**src/rtl/mips_loader_pkg.sv**
```systemverilog
// Shared types and constants for the MIPS program loader.
package mips_loader_pkg;

  typedef enum logic [2:0] {
    IDLE,
    HDR_HI,
    HDR_LO,
    PAYLOAD,
    CHECK,
    DONE,
    ERR
  } state_t;

  localparam int HDR_BYTES      = 2;
  localparam int BYTES_PER_WORD = 4;

endpackage

```
**src/rtl/mips_loader_pack.sv**
```systemverilog
// Byte-to-word assembler: shifts bytes in MSB first and pulses word_valid
// for one cycle with the completed word.
module mips_loader_pack
  import mips_loader_pkg::*;
(
  input  logic        clock,
  input  logic        reset,
  input  logic        clear,
  input  logic        byte_en,
  input  logic [7:0]  byte_in,
  output logic        word_done,
  output logic        word_valid,
  output logic [31:0] word_out
);

  logic [1:0]  byte_cnt;
  logic [23:0] shift;

  assign word_done = byte_en && (byte_cnt == 2'(BYTES_PER_WORD - 1));

  // word_out only changes on completion so the IMEM data bus holds between strobes
  always_ff @(posedge clock) begin
    if (reset) begin
      byte_cnt   <= '0;
      shift      <= '0;
      word_valid <= 1'b0;
      word_out   <= '0;
    end else begin
      word_valid <= 1'b0;
      if (clear) begin
        byte_cnt <= '0;
        shift    <= '0;
      end else if (byte_en) begin
        byte_cnt <= byte_cnt + 2'd1;
        shift    <= {shift[15:0], byte_in};
        if (word_done) begin
          word_out   <= {shift, byte_in};
          word_valid <= 1'b1;
        end
      end
    end
  end

endmodule

```
**src/rtl/mips_prog_loader.sv**
```systemverilog
// Streams a length-prefixed, XOR-checksummed program image into IMEM and
// holds the CPU until the image is loaded and verified.
module mips_prog_loader
  import mips_loader_pkg::*;
#(
  parameter int IMEM_AW = 10,
  parameter int CNT_W   = 16
) (
  input  logic               clock,
  input  logic               reset,
  input  logic               start,
  input  logic               in_valid,
  input  logic [7:0]         in_data,
  output logic               in_ready,
  output logic               imem_we,
  output logic [IMEM_AW-1:0] imem_addr,
  output logic [31:0]        imem_wdata,
  output logic               cpu_hold,
  output logic               done,
  output logic               error
);

  localparam logic [CNT_W:0] CAP = {{CNT_W{1'b0}}, 1'b1} << IMEM_AW;

  state_t           state, state_nx;
  logic             xfer;
  logic             start_load;
  logic             word_done;
  logic             last_word;
  logic [7:0]       cnt_hi;
  logic [7:0]       acc;
  logic [CNT_W-1:0] count;
  logic [CNT_W-1:0] word_idx;
  logic [CNT_W:0]   n_full;

  // Outputs are decoded from the state register only, never from in_valid
  assign in_ready = state inside {HDR_HI, HDR_LO, PAYLOAD, CHECK};
  assign cpu_hold = (state != DONE);
  assign done     = (state == DONE);
  assign error    = (state == ERR);

  assign xfer       = in_valid && in_ready;
  assign start_load = start && (state inside {IDLE, DONE, ERR});
  assign n_full     = {1'b0, cnt_hi, in_data};
  assign last_word  = word_done && ((word_idx + CNT_W'(1)) == count);

  always_ff @(posedge clock) begin
    if (reset) state <= IDLE;
    else       state <= state_nx;
  end

  always_comb begin
    state_nx = state;
    case (state)
      IDLE:    if (start) state_nx = HDR_HI;
      HDR_HI:  if (xfer) state_nx = HDR_LO;
      HDR_LO:
        if (xfer) begin
          if (n_full > CAP)      state_nx = ERR;
          else if (n_full == '0) state_nx = CHECK;
          else                   state_nx = PAYLOAD;
        end
      PAYLOAD: if (last_word) state_nx = CHECK;
      CHECK:   if (xfer) state_nx = (in_data == acc) ? DONE : ERR;
      DONE:    if (start) state_nx = HDR_HI;
      ERR:     if (start) state_nx = HDR_HI;
      default: state_nx = IDLE;
    endcase
  end

  always_ff @(posedge clock) begin
    if (reset) begin
      acc       <= '0;
      cnt_hi    <= '0;
      count     <= '0;
      word_idx  <= '0;
      imem_addr <= '0;
    end else if (start_load) begin
      acc      <= '0;
      word_idx <= '0;
    end else begin
      if (xfer && state != CHECK) acc <= acc ^ in_data;
      if (xfer && state == HDR_HI) cnt_hi <= in_data;
      if (xfer && state == HDR_LO) count <= {cnt_hi, in_data};
      // address registers alongside the assembled word, so both appear with imem_we
      if (word_done) begin
        imem_addr <= word_idx[IMEM_AW-1:0];
        word_idx  <= word_idx + CNT_W'(1);
      end
    end
  end

  mips_loader_pack u_pack (
    .clock      (clock),
    .reset      (reset),
    .clear      (start_load),
    .byte_en    (xfer && state == PAYLOAD),
    .byte_in    (in_data),
    .word_done  (word_done),
    .word_valid (imem_we),
    .word_out   (imem_wdata)
  );

endmodule

```
**config.mk**
```make
export PLATFORM = sky130hd
export DESIGN_NAME = mips_prog_loader
export DESIGN_NICKNAME = d
export VERILOG_FILES = /design/src/rtl/mips_loader_pkg.sv /design/src/rtl/mips_loader_pack.sv /design/src/rtl/mips_prog_loader.sv
export SDC_FILE = /design/constraint.sdc
export NUM_CORES = 1
export LEC_CHECK = 0
export ABC_AREA = 1
export ABC_CLOCK_PERIOD_IN_PS = 2900
export CAP_MARGIN = 20
export CORE_ASPECT_RATIO = 0.8
export CORE_MARGIN = 2
export CORE_UTILIZATION = 44
export CTS_BUF_LIST = sky130_fd_sc_hd__clkbuf_4 sky130_fd_sc_hd__clkbuf_8
export CTS_CLUSTER_DIAMETER = 200
export DETAILED_ROUTE_END_ITERATION = 12
export DONT_BUFFER_PORTS = 1
export GPL_TIMING_DRIVEN = 0
export PLACE_DENSITY = 0.7
export SLEW_MARGIN = 5
export SYNTH_ARGS = -nofsm -noshare
export SYNTH_HDL_FRONTEND = slang
export SYNTH_HIERARCHICAL = 1
export SYNTH_SLANG_ARGS = --single-unit
```
**constraint.sdc**
```tcl
create_clock -name clock -period 2.9 [get_ports clock]
set_input_delay 0.145 -clock clock [delete_from_list [all_inputs] [get_ports clock]]
set_output_delay 0.145 -clock clock [all_outputs]
set_load 0.02 [all_outputs]
```
# After elaboration in Yosys (flattened, before gate mapping)
# Cells that the tools add are included.
# word_totals
reg_bits	120
output_inout_bits	47
word_cells	62
# classes
addsub	2
order_cmp	1
n_eq_ne	16
muxes	10
bitwise	3
n_reduce_logical	20
# ops
cell	count
2-to-1 mux 3 bit	7
zero test 17 bit	1
adder 16 x 1 -> 16 bit, second input constant	1
== test 16 bit	1
> comparator 16 x 11 -> 1 bit, second input constant	1
one-hot mux 3 bit (5 select lines)	1
== test 3 bit, second input constant	3
== test 8 bit	1
logical AND 1 bit	8
inequality test 2 bit, second input constant	4
XOR 8 bit	1
== test 3 x 2 -> 1 bit, second input constant	2
inequality test 3 bit, second input constant	2
AND reduction 2 bit	3
OR reduction 3 bit	2
AND reduction 5 bit	1
nonzero test 4 bit	1
== test 3 x 1 -> 1 bit, second input constant	1
zero test 3 bit	1
AND reduction 3 bit	1
nonzero test 3 bit	1
adder 2 x 1 -> 2 bit, second input constant	1
== test 2 bit, second input constant	1
2-to-1 mux 2 bit	1
4 further kinds	5

# Logic depth before layout (Yosys ltp)
# logic_depth
ltp_word	8
mapped_depth	21

# Cells and area by module
# Netlist, hierarchy kept.
# modules_own_cells
module	n_inst	cells_per_inst	area_per_inst_um2
mips_prog_loader	1	458	3179.3
mips_loader_pack	1	322	2269.7

# Least setup slack after synthesis
# OpenSTA, ideal clock, no wires.
# synth_timing
path_kind	register -> register
startpoint	register state[1]
endpoint	register state[0]
arrival_time_ns	2.078
required_ns	2.787
setup_slack_ns	0.709
stages_incl_launch_ff	22
n_path_buf	2
cell_sequence	dfxtp_1 inv_1 nor2_1 inv_1 nor2_1 inv_1 nor2_1 buf_4 buf_2 nand2_1 inv_1 o211ai_1 nor2_1 nand3_1 nor2_2 nand2_1 nor2_1 nand2_1 nand2_2 nand2_1 o21ai_1 inv_1
# synth_between
elab_chain_cells	8
# synth_rtl
element	line	rtl
start: declaration	mips_prog_loader.sv:25	state_t state, state_nx;
start signal: assignment	mips_prog_loader.sv:49	else state <= state_nx;
== test 3 x 1 -> 1 bit, or another cell as far along	mips_prog_loader.sv:37	assign in_ready = state inside {HDR_HI, HDR_LO, PAYLOAD, CHECK};
nonzero test 4 bit	mips_prog_loader.sv:37	
logical AND 1 bit	mips_prog_loader.sv:42	assign xfer = in_valid && in_ready;
logical AND 1 bit *	mips_prog_loader.sv:97	.byte_en (xfer && state == PAYLOAD),
logical AND 1 bit *	mips_loader_pack.sv:19	assign word_done = byte_en && (byte_cnt == 2'(BYTES_PER_WORD - 1));
net word_done	mips_prog_loader.sv:28	logic word_done;
logical AND 1 bit *	mips_prog_loader.sv:45	assign last_word = word_done && ((word_idx + CNT_W'(1)) == count);
inequality test 2 bit (no line) *	--	
AND reduction 5 bit (no line) *	--	
# Mark *: on every way through the listed nets, which the timed path passes. The rest lies on a longest branch.
# A chain may end at the register's enable or synchronous reset.

# Worst setup path in the final report
# Same ends and word-level chain as after synthesis.

==> key figures <==
Flow run
  • MaxCap Viol Count: 0

STA
  • Endpoints failing setup: 0
  • Final Max Tran Viols: 0
  • Min cycle time layout: 2600 ps
  • Setup ws final: 301 ps
  • Clk_skew: 9.68 ps
  • Max Freq: 385 MHz
  • Slew at the pin closest to its max-slew limit: 777 ps
  • Max-slew headroom: 47.8%
  • Unrepaired setup endpoints after global routing: no
  • Fin. Hold Viols: 0
  • Period utilisation layout: 89.6%
  • Final hold slack: 43.6 ps

Synth
  • Mapped Cells: 780
  • Seq/Total Area, Yosys: 44.1%
  • Yosys top cell by area: dfxtp_1
  • Top cells by area, synth: dfxtp_1 (44%), nand2_1 (14%), nor2_1 (7.6%)
  • Syn Nets: 794
  • Number of library cell types mapped by synthesis: 41
  • Synthesized area: 5450 um^2
  • Avg Cell Area, Syn: 6.99 um^2
  • Flops & latches, synth: 120
  • Synth warnings: 6
  • Synth top area share: 44.1%

Setup path
  • Worst Path Max Fanout: 19
  • Critical Path Max Stage Delay: 390 ps
  • Largest delay share family, worst path: simple AND/OR/NAND/NOR gates
  • WP buf/inv: 6
  • WS Path Type: flip-flop to flip-flop
  • Worst EP arrival: 2930 ps
  • FF-to-FF path depth: 20
  • Setup crit start kind: flip-flop
  • Crit Reg-Reg Startpoint: state[1]
  • Req. time, crit path: 3230 ps
  • Reg2reg setup slack: 300 ps
  • Critical Path, Cell by Cell: inv_1, nor2_1, inv_1, nor2_1, inv_1, nor2_1, buf_6, nand2_1, inv_1, o211ai_1, nor2_1, nand3_1, nor2_2, nand2_1, nor2_1, nand2_1, nand2_2, nand2_1, o21ai_1, inv_1
  • Slowest stage cell, crit path: dfxtp_1
  • CP endpoint kind: flip-flop
  • Worst R2R End: state[0]

Clock network
  • Worst-path clk slew: 70 ps
  • CTS tree: built
  • Root Buffer: clkbuf_8
  • Worst skew pair latency: 440 ps
  • Clock H-tree levels: 4
  • Clk buf depth: 2
  • CTS Buf Count: 17
  • # clock sinks: 120

Routing
  • Initial DRC Count: 348
  • Avg WL per Cell: 14.1 um
  • DRC errors left: 0
  • Post-route ant nets: 0
  • Vias per Instance: 4.98
  • Via Count: 4845
  • Routed WL: 13.7 mm
  • WL met3: 1.11 mm
  • Drt first pass iters: 5
  • Highest metal used: met4
  • DR WL met2: 5.49 mm
  • Wire length on met1: 6.94 mm

Die
  • Height of the chip: 104 um
  • Row Count: 36
  • Die area: 13300 um^2
  • Die Wd: 128 um
  • Io pins: 59
  • Core area: 12100 um^2
  • Initial core utilization: 45.0%

Global route
  • Largest net degree at the start of global routing: 17
  • Vias in the first global route: 4360
  • Global-route wire length before repair: 22.2 mm
  • Initial antenna violation count: 0
  • Total GRT Usage: 21.2%
  • Total grt overflow: 0

Placement
  • Buffers on Ports: 0
  • Final HPWL DP: 9.72 mm
  • DP Area: 5640 um^2
  • Post-Place Setup Slack: -102 ps
  • RD Place Congestion: 0.862

Hold path
  • Worst hold path depth: 4
  • Hold Crit Class: primary input to flip-flop
  • WHS Endpoint: state[2]
  • HP Start: start

Power
  • PwrDens: 718 nW/um^2
  • LEAKAGE: 2.80 nW
  • Peak VDD IR: 706 uV
  • Final Power: 4.48 mW

Final layout
  • Final net count: 821
  • Design area: 6240 um^2
  • Antenna Cells: 0
  • Share of layout cells above drive strength 1: 9.76%
  • Area growth syn-to-layout: 14.4%
  • Final core occ: 51.5%

Status
  • Status: finished clean
## registers in the layout (all words and copies together) (netlist names)
| signal | flops |
|---|---|
| acc | 8 |
| cnt_hi | 8 |
| count | 16 |
| imem_addr | 10 |
| state | 3 |
| u_pack/byte_cnt | 2 |
| u_pack/shift | 24 |
| u_pack/word_out | 32 |
| u_pack/word_valid | 1 |
| word_idx | 16 |
## synthesized netlist by cell type, drive strengths merged
library cell and number:
dfxtp 120, o31ai 1, nor4 4, o21bai 1
nand3b 5, nand3 29, or2 2, nand4 8
o21a 1, a31oi 3, a21oi 71, clkbuf 8
xnor2 6, o211ai 3, buf 22, o21ai 47
a211oi 3, nor2 120, clkinv 2, ha 2
and2 1, xor3 1, xor2 8, nand2 213
nor3 5, xnor3 2, inv 92
## worst max path at each step
stage	start	to	slack, ps	depth (start not counted)
final	state[1]	state[0]	300	20
after CTS	state[1]	word_idx[4]	50	14
after floorplan	state[1]	state[0]	710	21
after global routing	state[1]	state[0]	30	20
after detailed placement	state[1]	word_idx[3]	-100	14
after global placement	state[1]	word_idx[3]	-120	14
## placed cells by master, fill, tap and decap left out, drive strengths merged
cell | netlist | routed
a21oi | 71 | 71
nor2 | 120 | 120
dfxtp | 120 | 120
inv | 92 | 92
nand3b | 5 | 5
nor3 | 5 | 5
and2 | 1 | 1
xnor3 | 2 | 2
nand2 | 213 | 213
nand4 | 8 | 8
a31oi | 3 | 3
nor4 | 4 | 4
nand3 | 29 | 29
clkinv | 2 | 4
o31ai | 1 | 1
clkinvlp | 0 | 3
xnor2 | 6 | 6
o21a | 1 | 1
dlygate4sd3 | 0 | 9
o21bai | 1 | 1
o21ai | 47 | 47
buf | 22 | 21
or2 | 2 | 2
ha | 2 | 2
xor2 | 8 | 8
o211ai | 3 | 3
clkbuf | 8 | 29
a211oi | 3 | 3
bufinv | 0 | 6
xor3 | 1 | 1
## area by class of cell
type | count | area [um^2]
multi-input cells | 536 | 2520
inverters | 94 | 353
repair buffers | 9 | 90.1
fillers | 1164 | 5880
flip-flops and latches | 120 | 2400
plain buffers | 29 | 173
clock inverters | 11 | 216
clock buffers | 21 | 289
well taps | 152 | 190
## cells by family (layout without fill, tap and decap cells)
group | count (synthesis) | after routing | synth area share (%)
fa+ha+maj | 2 | 2 | 0.459
flops | 120 | 120 | 44.1
simple gates | 387 | 387 | 29.7
buf+inv | 124 | 164 | 9.62
xor+xnor | 17 | 17 | 3.65
compound gates | 130 | 130 | 12.5
## per-stage QoR
step,cells,setup TNS [ps]
after floorplan,780,0
after global placement,932,-567
after detailed placement,932,-464
after CTS,973,0
after global routing,972,0
final,972,0
## worst min-delay path, stage by stage
cell and delay [ps]:
or2_2 80, nand2_1 70, nand2_1 80, a21oi_2 50
## power breakdown
| part | leakage [nW] | switching (mW) | internal [mW] |
|---|---|---|---|
| registers | 0.970 | 0.0789 | 1.76 |
| clock network | 0.244 | 0.686 | 1.20 |
| logic | 1.59 | 0.501 | 0.252 |
| total | 2.80 | 1.27 | 3.21 |
## what timing repair did
action | 4_1_cts | 5_1_grt
pin swaps | 0 | 0
setup endpoints to repair | 10 | 19
gates resized for setup | 1 | 3
hold buffers | 9 | 0
hold endpoints to repair | 46 | 0
setup buffers | 0 | 0
## routing by layer
metal | vias to the layer above | global-route usage (%)
met3 | 14 | 6.82
li1 | 2518 | -
met2 | 154 | 28.5
met4 | 0 | 6.91
met1 | 2159 | 31.7
met5 | - | 0
No activity file was read; power rests on OpenSTA's default activity.
